--- src/rtl/stopwatch_pkg.sv ---
// Shared stopwatch definitions: FSM state encoding, tick divider derivation
// and the default clock/tick rates used by the control, counter and display blocks.
package stopwatch_pkg;

   localparam int DEFAULT_CLK_HZ  = 100_000_000;
   localparam int DEFAULT_TICK_HZ = 100;

   typedef enum logic [1:0] {
      ST_IDLE  = 2'b00,
      ST_RUN   = 2'b01,
      ST_PAUSE = 2'b10,
      ST_LAP   = 2'b11
   } sw_state_e;

   // Clocks per count tick; callers must pick rates giving an exact integer >= 2.
   function automatic int calc_div(input int clk_hz, input int tick_hz);
      return clk_hz / tick_hz;
   endfunction

endpackage

--- src/rtl/stopwatch_if.sv ---
// Bundle between the button synchronizers / time datapath and the stopwatch control FSM.
// Buttons are synchronized levels; all FSM-side signals are registered, no handshake.
interface stopwatch_if;
   import stopwatch_pkg::*;

   logic      btn_start;
   logic      btn_lap;
   logic      btn_clear;
   logic      tick;
   logic      count_clr;
   logic      disp_live;
   logic      running;
   sw_state_e state;

   modport master (
      output btn_start, btn_lap, btn_clear,
      input  tick, count_clr, disp_live, running, state
   );

   modport slave (
      input  btn_start, btn_lap, btn_clear,
      output tick, count_clr, disp_live, running, state
   );

endinterface

--- src/rtl/rise_detect.sv ---
// Rising-edge detector for one synchronized button level. Reset loads prev=1 so a
// button held through reset must be released and pressed again to register.
module rise_detect (
   input  logic clk,
   input  logic reset,
   input  logic level,
   output logic rise
);

   logic prev_q;
   logic prev_d;

   always_comb begin
      prev_d = level;
   end

   always_ff @(posedge clk) begin
      if (reset) begin
         prev_q <= 1'b1;
      end else begin
         prev_q <= prev_d;
      end
   end

   assign rise = level & ~prev_q;

endmodule

--- src/rtl/stopwatch_ctrl.sv ---
// Stopwatch control: button events drive IDLE/RUN/PAUSE/LAP, a prescaler makes the
// count tick, and registered outputs steer the counter clear and display freeze.
module stopwatch_ctrl
   import stopwatch_pkg::*;
#(
   parameter int CLK_HZ  = DEFAULT_CLK_HZ,
   parameter int TICK_HZ = DEFAULT_TICK_HZ
) (
   input  logic        clk,
   input  logic        reset,
   stopwatch_if.slave  bus
);

   localparam int DIV = calc_div(CLK_HZ, TICK_HZ);
   localparam int PW  = (DIV > 1) ? $clog2(DIV) : 1;
   localparam logic [PW-1:0] PRESC_LAST = PW'(DIV - 1);

   logic start_ev;
   logic lap_ev;
   logic clear_ev;

   rise_detect u_rise_start (.clk(clk), .reset(reset), .level(bus.btn_start), .rise(start_ev));
   rise_detect u_rise_lap   (.clk(clk), .reset(reset), .level(bus.btn_lap),   .rise(lap_ev));
   rise_detect u_rise_clear (.clk(clk), .reset(reset), .level(bus.btn_clear), .rise(clear_ev));

   sw_state_e       state_q, state_d;
   logic [PW-1:0]   presc_q, presc_d;
   logic            tick_q, tick_d;
   logic            clr_q, clr_d;
   logic            live_q, live_d;
   logic            running_q, running_d;
   logic            counting;

   always_comb begin
      state_d   = state_q;
      clr_d     = 1'b0;
      presc_d   = presc_q;
      tick_d    = 1'b0;
      counting  = (state_q == ST_RUN) || (state_q == ST_LAP);

      // Only the top-priority event is considered; if it is illegal here it is dropped.
      if (clear_ev) begin
         if (state_q == ST_IDLE) begin
            clr_d = 1'b1;
         end else if (state_q == ST_PAUSE) begin
            state_d = ST_IDLE;
            clr_d   = 1'b1;
         end
      end else if (start_ev) begin
         case (state_q)
            ST_IDLE:  state_d = ST_RUN;
            ST_RUN:   state_d = ST_PAUSE;
            ST_LAP:   state_d = ST_PAUSE;
            ST_PAUSE: state_d = ST_RUN;
            default:  state_d = ST_IDLE;
         endcase
      end else if (lap_ev) begin
         case (state_q)
            ST_RUN:  state_d = ST_LAP;
            ST_LAP:  state_d = ST_RUN;
            default: state_d = state_q;
         endcase
      end

      // Prescaler follows the current state, so a wrap on the exit edge still ticks.
      if (counting) begin
         if (presc_q == PRESC_LAST) begin
            presc_d = '0;
            tick_d  = 1'b1;
         end else begin
            presc_d = presc_q + PW'(1);
         end
      end
      if ((state_q == ST_IDLE) || clr_d) begin
         presc_d = '0;
      end

      running_d = (state_d == ST_RUN) || (state_d == ST_LAP);
      live_d    = (state_d != ST_LAP);
   end

   always_ff @(posedge clk) begin
      if (reset) begin
         state_q   <= ST_IDLE;
         presc_q   <= '0;
         tick_q    <= 1'b0;
         clr_q     <= 1'b0;
         live_q    <= 1'b1;
         running_q <= 1'b0;
      end else begin
         state_q   <= state_d;
         presc_q   <= presc_d;
         tick_q    <= tick_d;
         clr_q     <= clr_d;
         live_q    <= live_d;
         running_q <= running_d;
      end
   end

   assign bus.tick      = tick_q;
   assign bus.count_clr = clr_q;
   assign bus.disp_live = live_q;
   assign bus.running   = running_q;
   assign bus.state     = state_q;

endmodule

--- src/flat_wrapper.sv ---
// flat-port wrapper written by rule: the top's interface ports become plain ports
module stopwatch_ctrl_flat import stopwatch_pkg::*;
#(
   parameter int CLK_HZ  = DEFAULT_CLK_HZ,
   parameter int TICK_HZ = DEFAULT_TICK_HZ
)
  (clk, reset, bus_btn_start, bus_btn_lap, bus_btn_clear, bus_tick, bus_count_clr, bus_disp_live, bus_running, bus_state);
  stopwatch_if bus_i ();
  input  logic clk;
  input  logic reset;
  input wire logic [$bits(bus_i.btn_start)-1:0] bus_btn_start;
  input wire logic [$bits(bus_i.btn_lap)-1:0] bus_btn_lap;
  input wire logic [$bits(bus_i.btn_clear)-1:0] bus_btn_clear;
  output wire logic [$bits(bus_i.tick)-1:0] bus_tick;
  output wire logic [$bits(bus_i.count_clr)-1:0] bus_count_clr;
  output wire logic [$bits(bus_i.disp_live)-1:0] bus_disp_live;
  output wire logic [$bits(bus_i.running)-1:0] bus_running;
  output wire logic [$bits(bus_i.state)-1:0] bus_state;
  assign bus_i.btn_start = bus_btn_start;
  assign bus_i.btn_lap = bus_btn_lap;
  assign bus_i.btn_clear = bus_btn_clear;
  assign bus_tick = bus_i.tick;
  assign bus_count_clr = bus_i.count_clr;
  assign bus_disp_live = bus_i.disp_live;
  assign bus_running = bus_i.running;
  assign bus_state = bus_i.state;
  stopwatch_ctrl #(.CLK_HZ(CLK_HZ), .TICK_HZ(TICK_HZ)) u_core (.clk(clk), .reset(reset), .bus(bus_i));
endmodule
--- config.mk ---
export PLATFORM = sky130hd
export DESIGN_NAME = stopwatch_ctrl_flat
export DESIGN_NICKNAME = d
export VERILOG_FILES = /design/src/rtl/stopwatch_pkg.sv /design/src/rtl/stopwatch_if.sv /design/src/rtl/rise_detect.sv /design/src/rtl/stopwatch_ctrl.sv /design/src/flat_wrapper.sv
export SDC_FILE = /design/constraint.sdc
export NUM_CORES = 1
export LEC_CHECK = 0
export BUFFER_PORTS_ARGS = -buffer_cell sky130_fd_sc_hd__buf_2
export CAP_MARGIN = 20
export CORE_MARGIN = 5
export CORE_UTILIZATION = 54
export CTS_CLUSTER_SIZE = 40
export DETAILED_ROUTE_END_ITERATION = 7
export PLACE_DENSITY = 0.7
export SETUP_SLACK_MARGIN = 0.1
export SYNTH_ARGS = -nofsm -noshare
export SYNTH_HDL_FRONTEND = slang
export SYNTH_SLANG_ARGS = --single-unit
--- constraint.sdc ---
create_clock -name clk -period 3 [get_ports clk]
set_input_delay 0.6 -clock clk [delete_from_list [all_inputs] [get_ports clk]]
set_output_delay 0.6 -clock clk [all_outputs]
set_load 0.01 [all_outputs]
# Yosys cells after proc, flatten, opt, wreduce, memory -nomap -nowiden
# Cells that the tools add are included.
# word_totals
ff_bits,29
latch_bits,0
ramBits,0
romBits,0
inputBits,5
out_inout_bits,6
elab_cells,44
mem_count,0
# op_classes
add_sub_neg,1
n_mul,0
div,0
n_lt_le_gt_ge,0
n_eq_ne,7
n_shift,0
muxes,12
n_bitwise,7
n_reduce_logical,8
# op_table
cell,n
$add 20x1->20 const B,1
$eq 20x20->1 const B,1
$mux 20,1
$mux 2,5
$pmux 2 s2,2
$reduce_or 2->1,4
$eq 2x2->1 const B,3
$eq 2x1->1 const B,2
$mux 1,4
$not 1->1,4
$and 1x1->1,3
$logic_or 1x1->1,3
$logic_not 2->1,1
$ne 2x2->1 const B,1

# Longest topological paths before layout
# Gate-level depths: netlist (run 1).
# logic_depth
ltp_word,7
ltp_mapped,7
ltp_nobuf,6

# Modules after synthesis
# From an unflattened synthesis (run 1), not the netlist that was laid out.
# hier_totals
cells_unflattened,149
hier_area_um2,1333.8
# modules_own_cells
module,instances,cells_each,area_each_um2,seq_area_each_um2
stopwatch_ctrl,1,140,1236.2,500.5
rise_detect,3,3,32.5,20.0

# Worst setup path before layout (run 1)
# Ideal clock, no wire load.
# synth_path
path_type,flip-flop to flip-flop
from,"reg u_core.state_q[0], in the netlist u_core.bus.state[0]"
to,reg u_core.presc_q[15]
setup_time_ns,0.070
t_arrival_ns,1.854
required_time_ns,2.930
path_slack_ns,1.076
path_stages_with_launch,7
n_path_buf,1
synth_period_minus_slack_ns,1.924
path_cell_list,dfxtp_1 -> ha_1 -> o2111ai_2 -> or2_1 -> buf_6 -> or4_1 -> a21oi_1
# synth_between
elab_chain_len,6
word_cells_on_any_way,10
cone_classes,eq/ne: 3; mux: 3; reduce/logical: 4
# synth_lines
item,line_no,text
from (decl),stopwatch_ctrl.sv:26,"sw_state_e state_q, state_d;"
from (signal assigned),stopwatch_ctrl.sv:91,state_q <= state_d;
$eq 2x2->1,stopwatch_ctrl.sv:45,end else if (state_q == ST_PAUSE) begin
$mux 1,stopwatch_ctrl.sv:45,
$mux 1,stopwatch_ctrl.sv:43,if (state_q == ST_IDLE) begin
$mux 1,stopwatch_ctrl.sv:42,if (clear_ev) begin
$logic_or 1x1->1,stopwatch_ctrl.sv:74,if ((state_q == ST_IDLE) || clr_d) begin
$reduce_or 2->1 (no source line),n/a,
to (signal assigned),stopwatch_ctrl.sv:92,presc_q <= presc_d;
to (decl),stopwatch_ctrl.sv:27,"logic [PW-1:0] presc_q, presc_d;"
# Parallel ways exist; a longest one is shown, timed or not.
# A chain may end at the register's enable or synchronous reset.

# Final worst setup path (run 1)
# layout_path
from,"reg u_core.state_q[0], in the netlist u_core.bus.state[0]"
to,reg u_core.presc_q[6]
# The elaborated chain is that of the path after synthesis.

==> impl_metrics.csv, run 1 <==
group,metric,value,unit
global_route,grt_usage,17.45,%
cts,cts_resized,0,
cts,clock_latency,320,ps
flow_run,cap_viol_max_count,0,
hold_path,whs_path_depth,2,
global_route,grt_pass1_vias,1102,
place,gp_congestion,0.7806,
route,drtIter0Drc,38,
critical_path,r2r_slack,930,ps
final_layout,finalInstanceArea,0.001458,mm^2
floorplanning,core-area,0.002432,mm^2
hold_path,hold_path.class,"in -> reg",
hold_path,min_to,"u_core.u_rise_start.prev_q$_SDFF_PP1_",
sta,finalSetupViolations,0,
route,drc,0,
place,numPortBuffers,10,
synthesis,yosysWarnings,0,
sta,drv_slew,0,
floorplanning,placementRows,18,
cts,h-tree-depth,2,
synthesis,async_flop_share,0,%
cts,path_clk_slew,80,ps
critical_path,crit_start,"u_core.bus.state[0]$_SDFF_PP0_",
sta,rsz0062_at_grt,"no",
final_layout,final_core_util,59.93,%
cts,cts_hold_buf,0,
place,placed_area,0.001409,mm^2
route,vias,1108,
floorplanning,start_util,55.14,%
route,ant_nets,0,
floorplanning,die_x,59.84,um
route,routedWlPerCell,13.01,um
synthesis,yosys.area.top_type,"dfxtp_1",
sta,tightestPinTransition,764.8,ps
sta,post-route-period-util,68.86,%
route,drt-total-wl,2498,um
sta,clock.fmax,484.1,MHz
sta,relSlewSlack,49.00,%
cts,cts_tree,"done",
final_layout,syn2layout_area_growth,8.676,%
place,pre_cts_ws,939.1,ps
critical_path,r2r-start,"u_core.bus.state[0]$_SDFF_PP0_",
synthesis,synthTopCellsByArea,"dfxtp_1, ha_1, xor2_1, a21oi_1, nor2_1",
route,firstDrtPassIters,4,
pwr,leakagePower,0.5114,nW
final_layout,diodes,0,
critical_path,cp.required,3180,ps
global_route,grt_max_degree,20,
synthesis,synth_cells,147,
critical_path,worstRegToRegCells,5,
cts,cts.sinks,29,
synthesis,synth_seq_cells,29,
synthesis,synth_enable_flop_cells,0,
final_layout,drive_gt1_share,14.20,%
global_route,grt_pass1_wl,4685,um
sta,setup_tns,0,ps
cts,clockBufferDepth,2,
sta,hold_viol,0,
synthesis,yosysMostFrequentCell,"dfxtp_1",
pwr,ir_worst_vdd,0.3313,mV
sta,fin_hold_ws,466.2,ps
route,avgViaCountPerCell,5.771,
floorplanning,io_pins,11,
sta,fin_crit,2066,ps
critical_path,cp-end-kind,"register",
synthesis,postSynthAreaPerCell,9.124,um^2
critical_path,worstReg2RegEnd,"u_core.presc_q[6]$_SDFFE_PP0P_",
place,dp_hpwl,1838,um
floorplanning,die-area,0.003581,mm^2
sta,clock_skew,4.778,ps
global_route,grt-ovfl-total,0,
synthesis,netlist.area_leader.share,43.28,%
synthesis,post_synth_instance_area,0.001341,mm^2
critical_path,arrival,2250,ps
critical_path,crit_path_max_fanout,19,
synthesis,yosysSeqAreaShare,43.28,%
synthesis,syn-num-nets,158,
critical_path,critPathLaunchType,"register",
synthesis,synth_top_cells_by_count,"dfxtp_1, nor2_1, a21oi_1",
hold_path,worstHoldStart,"bus_btn_start",
cts,cts_setup_buffers,0,
sta,fin_ws,934.3,ps
synthesis,synth_ff_type,"dfxtp_1",
global_route,grt_antenna_before_repair,0,
cts,cts_root_buf,"clkbuf_4",
final_layout,nFillCells,226,
pwr,power-per-cell-area,445.2,mW/mm^2
synthesis,ys_types,37,
floorplanning,dieHeight,59.84,um
cts,cts_buffers,5,
run_status,status,"complete, no violations",
critical_path,path_class,"reg -> reg",
final_layout,fin_nets,172,
==> sequential cells by signal, summed over array words and instances (netlist names) <==
signal	flops
u_core.bus.state	2
u_core.u_rise_lap.prev_q	1
u_core.u_rise_clear.prev_q	1
u_core.bus.count_clr	1
u_core.bus.disp_live	1
u_core.u_rise_start.prev_q	1
u_core.bus.tick	1
u_core.bus.running	1
u_core.presc_q	20
==> layer usage <==
layer	vias to the layer above	track usage [%]	routed length [um]
li1	555	-	-
met2	12	27.93	1227
met3	5	5.832	78
met1	536	20.61	1140
met4	0	8.861	51
met5	-	0	0
==> how the worst max path moves through the flow <==
stage,to,depth (start not counted)
5_1_grt,u_core.presc_q[9]$_SDFFE_PP0P_,5
4_1_cts,u_core.presc_q[6]$_SDFFE_PP0P_,5
2_1_floorplan,u_core.presc_q[15]$_SDFFE_PP0P_,6
6_report,u_core.presc_q[6]$_SDFFE_PP0P_,5
3_3_place_gp,u_core.presc_q[17]$_SDFFE_PP0P_,5
3_5_place_dp,u_core.presc_q[6]$_SDFFE_PP0P_,5
==> cell type report <==
| class | instances | area (um^2) | share of cell area (%) |
|---|---|---|---|
| Multi-Input combinational cell | 111 | 725.7 | 49.79 |
| Sequential cell | 29 | 580.6 | 39.83 |
| Timing Repair Buffer | 10 | 50.05 | 3.433 |
| Clock buffer | 8 | 48.80 | 3.348 |
| Tap cell | 30 | 37.54 | 2.575 |
| Inverter | 4 | 15.01 | 1.030 |
==> layout by cell type, fill, tap and decap left out, types with 4 or more instances in the layout <==
master    synthesis  routed
dfxtp_1          29      29
nor2_1           15      15
a21oi_1          12      12
buf_2             1      10
nand2_1           9       9
xor2_1            8       8
nand3_1           6       6
o31ai_1           6       6
ha_1              6       6
o21ai_0           5       5
or4_1             5       5
clkbuf_4          0       5
inv_1             4       4
nand4_1           4       4
xnor2_1           4       4
==> critical path: stages (launching register included) <==
cell	delay, ps
dfxtp_1	440
ha_1	280
o211a_1	300
nand4_1	150
o21ai_2	630
nor2_1	110
==> power by group <==
group	internal [mW]	total, mW	switching [mW]	leakage [nW]
sequential	0.390	0.394	0.00393	0.235
clock	0.0932	0.217	0.123	0.0265
combinational	0.0149	0.0382	0.0233	0.250
==> per-stage QoR <==
stage | cells | power [mW]
3_3_place_gp | 184 | 0.4406
2_1_floorplan | 147 | 0.4297
6_report | 192 | 0.6490
5_1_grt | 192 | 0.6894
3_5_place_dp | 184 | 0.4423
4_1_cts | 192 | 0.6632
==> cell families (layout without fill, tap and decap cells) <==
family                   Yosys count  in the layout  synth area share (%)
multiplexers                       1              1                0.8395
adder cells (fa/ha/maj)            6              6                 5.597
AO/OA/AOI/OAI                     29             29                 14.18
AND/OR/NAND/NOR                   63             63                 25.65
XOR/XNOR                          12             12                 7.836
flip-flops                        29             29                 43.28
buffers and inverters              7             22                 2.611
No activity file was read; power rests on OpenSTA's default activity.
==> inputs of run 2 (changes only) <==
- ABC_AREA: not set -> 1
- CORE_UTILIZATION: 54 -> 53
- PLACE_DENSITY: 0.7 -> 0.71
- clock period: 3 -> 1.7 ns (I/O delays scaled with it)
==> run 2 against run 1 <==
Clock skew up 7.1 ps. Hold slack worse by 260 ps. Utilization up 4.8 points. Fmax up 37%. Sequential cell count unchanged. First-iteration DRC count up 110%.
==> impl_metrics.csv, run 2 <==
group,metric,value,unit
pwr,power,1.406,mW
place,numPortBuffers,10,
place,gp_congestion,0.8404,
synthesis,synth_mux_area_share,0.6299,%
route,ant_nets,0,
global_route,grt_usage,17.41,%
final_layout,finalInstanceArea,0.001817,mm^2
floorplanning,die-area,0.004193,mm^2
sta,rsz0062_at_grt,"yes",
pwr,leakagePower,0.7313,nW
final_layout,largest_reg_flops,20,
cts,cts_hold_buf,0,
hold_path,hold_path.class,"in -> reg",
global_route,grt_antenna_before_repair,0,
sta,clock_skew,11.83,ps
final_layout,top_register,"u_core.presc_q",
run_status,status,"complete, no violations",
cts,clockBufferDepth,2,
synthesis,async_flop_share,0,%
critical_path,cp-end-kind,"register",
synthesis,yosysSeqAreaShare,36.54,%
critical_path,cp_top_family,"simple AND/OR/NAND/NOR gates",
synthesis,yosysMostFrequentCell,"nand2_1",
synthesis,postSynthAreaPerCell,6.909,um^2
cts,cts_root_buf,"clkbuf_4",
synthesis,post_synth_instance_area,0.001589,mm^2
critical_path,cp.required,1960,ps
synthesis,synth_cells,230,
floorplanning,die_x,64.76,um
synthesis,syn-num-nets,241,
critical_path,slowest_stage,"dfxtp_4",
synthesis,yosys.area.top_type,"dfxtp_1",
critical_path,critPathBufInv,2,
cts,cts_tree,"done",
route,firstDrtPassIters,4,
critical_path,cpPeakStageDelay,380,ps
critical_path,cp_cell_sequence,"inv_1 > ha_2 > nor2_2 > nor2_1 > nor3_2 > nand2_1 > buf_4 > a21oi_1",
final_layout,final_core_util,64.76,%
critical_path,crit_path_max_fanout,5,
synthesis,synth_enable_flop_cells,0,
final_layout,drive_gt1_share,20.63,%
cts,cts_buffers,5,
route,vias,1402,
synthesis,ys_types,24,
critical_path,path_class,"reg -> reg",
synthesis,synthSimpleGateAreaFrac,40.87,%
place,dp_hpwl,2418,um
floorplanning,placementRows,19,
synthesis,netlist.area_leader.share,36.54,%
cts,cts.sinks,29,
route,avgViaCountPerCell,4.954,
route,drtIter0Drc,79,
synthesis,yosysWarnings,0,
route,routedWlPerCell,11.33,um
cts,h-tree-depth,2,
flow_run,cap_viol_max_count,0,
global_route,grt_pass1_vias,1294,
sta,fin_crit,1506,ps
critical_path,arrival,1770,ps
synthesis,synthAdderAreaFrac,4.724,%
final_layout,fin_nets,262,
floorplanning,core-area,0.002805,mm^2
synthesis,synth_xor_area_share,2.756,%
route,drt-total-wl,3205,um
sta,relSlewSlack,81.31,%
route,drc,0,
sta,clock.fmax,664.0,MHz
synthesis,synth-compound-area-share,5.748,%
final_layout,diodes,0,
synthesis,synth_top_cells_by_count,"nand2_1, nor2_1, inv_1",
global_route,grt_max_degree,10,
floorplanning,io_pins,11,
synthesis,synth_top_family_by_area,"simple AND/OR/NAND/NOR gates",
global_route,grt_pass1_wl,5602,um
place,placed_area,0.001689,mm^2
floorplanning,dieHeight,64.76,um
synthesis,synth_ff_type,"dfxtp_1",
final_layout,final_common_cell,"nand2_1",
pwr,ir_worst_vdd,0.5952,mV
synthesis,synthTopCellsByArea,"dfxtp_1, nand2_1, nor2_1, inv_1, nand3_1",
cts,clock_latency,330,ps
sta,finalSetupViolations,0,
sta,post-route-period-util,88.59,%
sta,setup_tns,0,ps
global_route,grt-ovfl-total,0,
final_layout,syn2layout_area_growth,14.33,%
final_layout,mostFrequentLayoutCells,"nand2_1, nor2_1, inv_1",
floorplanning,start_util,56.65,%
sta,fin_hold_ws,210.0,ps
sta,drv_slew,0,
critical_path,critPathLaunchType,"register",
sta,hold_viol,0,
synthesis,synth_seq_cells,29,
pwr,power-per-cell-area,774.0,mW/mm^2
cts,path_clk_slew,90,ps
sta,tightestPinTransition,280.0,ps
[run 2: cell count changes in the layout (fill, tap and decap cells not counted), moves of 5 or more]
cell     delta
nand3_1    +15
nand2_2     +6
buf_4       +6
nand2_1    +38
nor2_1     +20
nor2_2      +8
inv_1      +28
o31ai_1     -6
or4_1       -5
[run 2: final timing paths]
check / cells after the start / to / from / slack [ps]
worst max-delay path: 8 / u_core.presc_q[14]$_SDFFE_PP0P_ / u_core.bus.state[1]$_SDFF_PP0_ / 190
worst min-delay path: 2 / u_core.u_rise_start.prev_q$_SDFF_PP1_ / bus_btn_start / 210
worst max register to register: 8 / u_core.presc_q[14]$_SDFFE_PP0P_ / u_core.bus.state[1]$_SDFF_PP0_ / 190
worst min register to register: 2 / u_core.presc_q[14]$_SDFFE_PP0P_ / u_core.presc_q[14]$_SDFFE_PP0P_ / 500
[run 2: power by group]
part	total [mW]	internal (mW)	switching (mW)
registers	0.696	0.689	0.00714
logic	0.116	0.0481	0.0681
clock network	0.594	0.351	0.242
[run 2: timing repair]
action,in CTS,in global routing
setup buffers,0,2
pin swaps,0,3
gates resized for setup,2,12
setup endpoints to repair,19,22
[run 2: area by class of cell]
type,count,area (um^2)
Clock buffer,7,55.05
Clock inverter,1,30.03
Fill cell,263,988.4
Inverter,32,120.1
Multi-Input combinational cell,167,889.6
Sequential cell,29,588.1
Tap cell,31,38.79
Timing Repair Buffer,16,95.09
[run 2: layer usage]
| layer | track usage [%] | share of wire, % | vias up |
|---|---|---|---|
| met4 | 6.332 | 0.97 | 0 |
| met5 | 0 | 0 | - |
| met2 | 28.74 | 49 | 25 |
| met1 | 20.94 | 46 | 610 |
| met3 | 6.045 | 4.6 | 4 |
| li1 | - | - | 763 |
[run 2: kinds of logic (layout without fill, tap and decap cells)]
group / Yosys count / after routing
mux: 1 / 1
buf+inv: 34 / 56
compound gates: 18 / 18
simple gates: 137 / 137
fa+ha+maj: 6 / 6
xor+xnor: 5 / 5
flops: 29 / 29
[run 2: through the flow]
| stage | setup slack (ps) | std cells |
|---|---|---|
| detailed placement | 81.25 | 273 |
| floorplan | 163.5 | 230 |
| global route | 50.55 | 283 |
| finish | 193.9 | 283 |
| CTS | 131.2 | 281 |
| global placement | 163.8 | 273 |
==> inputs of run 3 (changes only) <==
- MAX_ROUTING_LAYER: not set -> met4
==> run 3 against run 2 <==
Sequential power about the same. Utilization unchanged. Register-to-register slack is essentially flat. Via count hardly changed. First-iteration DRC count down 1.3%. Sequential share of layout area unchanged. Clock-buffer cell count stayed put. Final area did not move. Critical path type unchanged. Largest cell class unchanged.
==> impl_metrics.csv, run 3 (synthesized netlist as in run 2, its figures left out) <==
group,metric,value,unit
run_status,status,"complete, no violations",
floorplanning,placementRows,19,
route,ant_nets,0,
sta,hold_viol,0,
sta,tightestPinTransition,280.0,ps
sta,clock.fmax,664.0,MHz
sta,rsz0062_at_grt,"yes",
cts,cts_root_buf,"clkbuf_4",
hold_path,hold_path.class,"in -> reg",
cts,clockBufferDepth,2,
pwr,ir_worst_vdd,0.5955,mV
hold_path,worstHoldStart,"bus_btn_start",
final_layout,final_common_cell,"nand2_1",
global_route,grt-ovfl-total,0,
route,drc,0,
final_layout,drive_gt1_share,20.63,%
critical_path,cp-end-kind,"register",
floorplanning,core-area,0.002805,mm^2
place,numPortBuffers,10,
final_layout,syn2layout_area_growth,14.33,%
cts,clock_latency,330,ps
route,avgViaCountPerCell,4.958,
critical_path,critPathLaunchType,"register",
route,drt-total-wl,3207,um
final_layout,diodes,0,
cts,h-tree-depth,2,
critical_path,path_class,"reg -> reg",
flow_run,cap_viol_max_count,0,
hold_path,whs_path_depth,2,
floorplanning,io_pins,11,
route,vias,1403,
cts,cts_hold_buf,0,
floorplanning,die_x,64.76,um
place,dp_hpwl,2418,um
global_route,grt_max_degree,10,
floorplanning,dieHeight,64.76,um
place,pre_cts_ws,81.25,ps
route,routedWlPerCell,11.33,um
pwr,power-per-cell-area,774.0,mW/mm^2
critical_path,cp.required,1960,ps
final_layout,fin_nets,262,
critical_path,arrival,1770,ps
final_layout,final_core_util,64.76,%
critical_path,worstReg2RegEnd,"u_core.presc_q[14]$_SDFFE_PP0P_",
route,drtIter0Drc,78,
final_layout,mostFrequentLayoutCells,"nand2_1, nor2_1, inv_1",
global_route,grt_pass1_wl,5602,um
critical_path,crit_path_max_fanout,5,
sta,finalSetupViolations,0,
sta,fin_crit,1506,ps
floorplanning,start_util,56.65,%
sta,post-route-period-util,88.59,%
cts,path_clk_slew,90,ps
sta,drv_slew,0,
pwr,leakagePower,0.7313,nW
critical_path,r2r_slack,190,ps
pwr,power,1.406,mW
route,firstDrtPassIters,4,
final_layout,top_register,"u_core.presc_q",
sta,clock_skew,11.83,ps
cts,cts_tree,"done",
place,gp_congestion,0.8535,
critical_path,worstRegToRegCells,8,
sta,fin_hold_ws,210.0,ps
cts,cts.sinks,29,
sta,fin_ws,194.0,ps
global_route,grt_usage,17.93,%
sta,setup_tns,0,ps
global_route,grt_pass1_vias,1294,
cts,cts_buffers,5,
hold_path,min_to,"u_core.u_rise_start.prev_q$_SDFF_PP1_",
floorplanning,die-area,0.004193,mm^2
critical_path,r2r-start,"u_core.bus.state[1]$_SDFF_PP0_",
final_layout,largest_reg_flops,20,
final_layout,nFillCells,263,
sta,relSlewSlack,81.31,%
global_route,grt_antenna_before_repair,0,
[run 3: cell counts in the layout (fill, tap and decap cells not counted)]
No cell type changed its count.
[run 3: where the power goes]
| group | internal, mW | switching (mW) |
|---|---|---|
| logic | 0.0481 | 0.0682 |
| clock network | 0.351 | 0.242 |
| registers | 0.689 | 0.00715 |
[run 3: area by class of cell]
| type | count | area [um^2] | area share [%] |
|---|---|---|---|
| multi-input cells | 167 | 889.6 | 48.97 |
| flip-flops and latches | 29 | 588.1 | 32.37 |
| inverters | 32 | 120.1 | 6.612 |
| repair buffers | 16 | 95.09 | 5.234 |
| clock buffers | 7 | 55.05 | 3.030 |
| well taps | 31 | 38.79 | 2.135 |
| clock inverters | 1 | 30.03 | 1.653 |
[run 3: worst max-delay path, cell delays in order, from the launching register on]
cell	delay (ps)
dfxtp_4	380
inv_1	80
ha_2	200
nor2_2	140
nor2_1	70
nor3_2	200
nand2_1	100
buf_4	160
a21oi_1	100
[run 3: worst max path at each step]
stage	start	to	slack (ps)	depth (start not counted)
final	u_core.bus.state[1]$_SDFF_PP0_	u_core.presc_q[14]$_SDFFE_PP0P_	190	8
after global routing	u_core.bus.state[1]$_SDFF_PP0_	u_core.presc_q[18]$_SDFFE_PP0P_	50	9
after CTS	u_core.bus.state[1]$_SDFF_PP0_	u_core.presc_q[6]$_SDFFE_PP0P_	130	9
after detailed placement	u_core.bus.state[0]$_SDFF_PP0_	u_core.presc_q[9]$_SDFFE_PP0P_	80	8
after global placement	u_core.bus.state[1]$_SDFF_PP0_	u_core.presc_q[6]$_SDFFE_PP0P_	160	9
after floorplan	u_core.bus.state[0]$_SDFF_PP0_	u_core.presc_q[14]$_SDFFE_PP0P_	160	8
[run 3: timing repair]
action,CTS,global route
setup buffers,0,2
pin swaps,0,3
gates resized for setup,2,12
endpoints found under the setup margin,19,22
[run 3: through the flow]
stage | instance area (um^2) | cells
floorplan | 1589 | 230
CTS | 1777 | 281
global placement | 1689 | 273
finish | 1817 | 283
global route | 1817 | 283
detailed placement | 1689 | 273
[run 3: layer usage]
layer,global-route usage [%],vias to the layer above,wire (um)
li1,-,763,-
met1,21.15,611,1467
met2,28.74,25,1566
met4,6.332,0,31
met3,5.699,4,140
met5,-,-,0
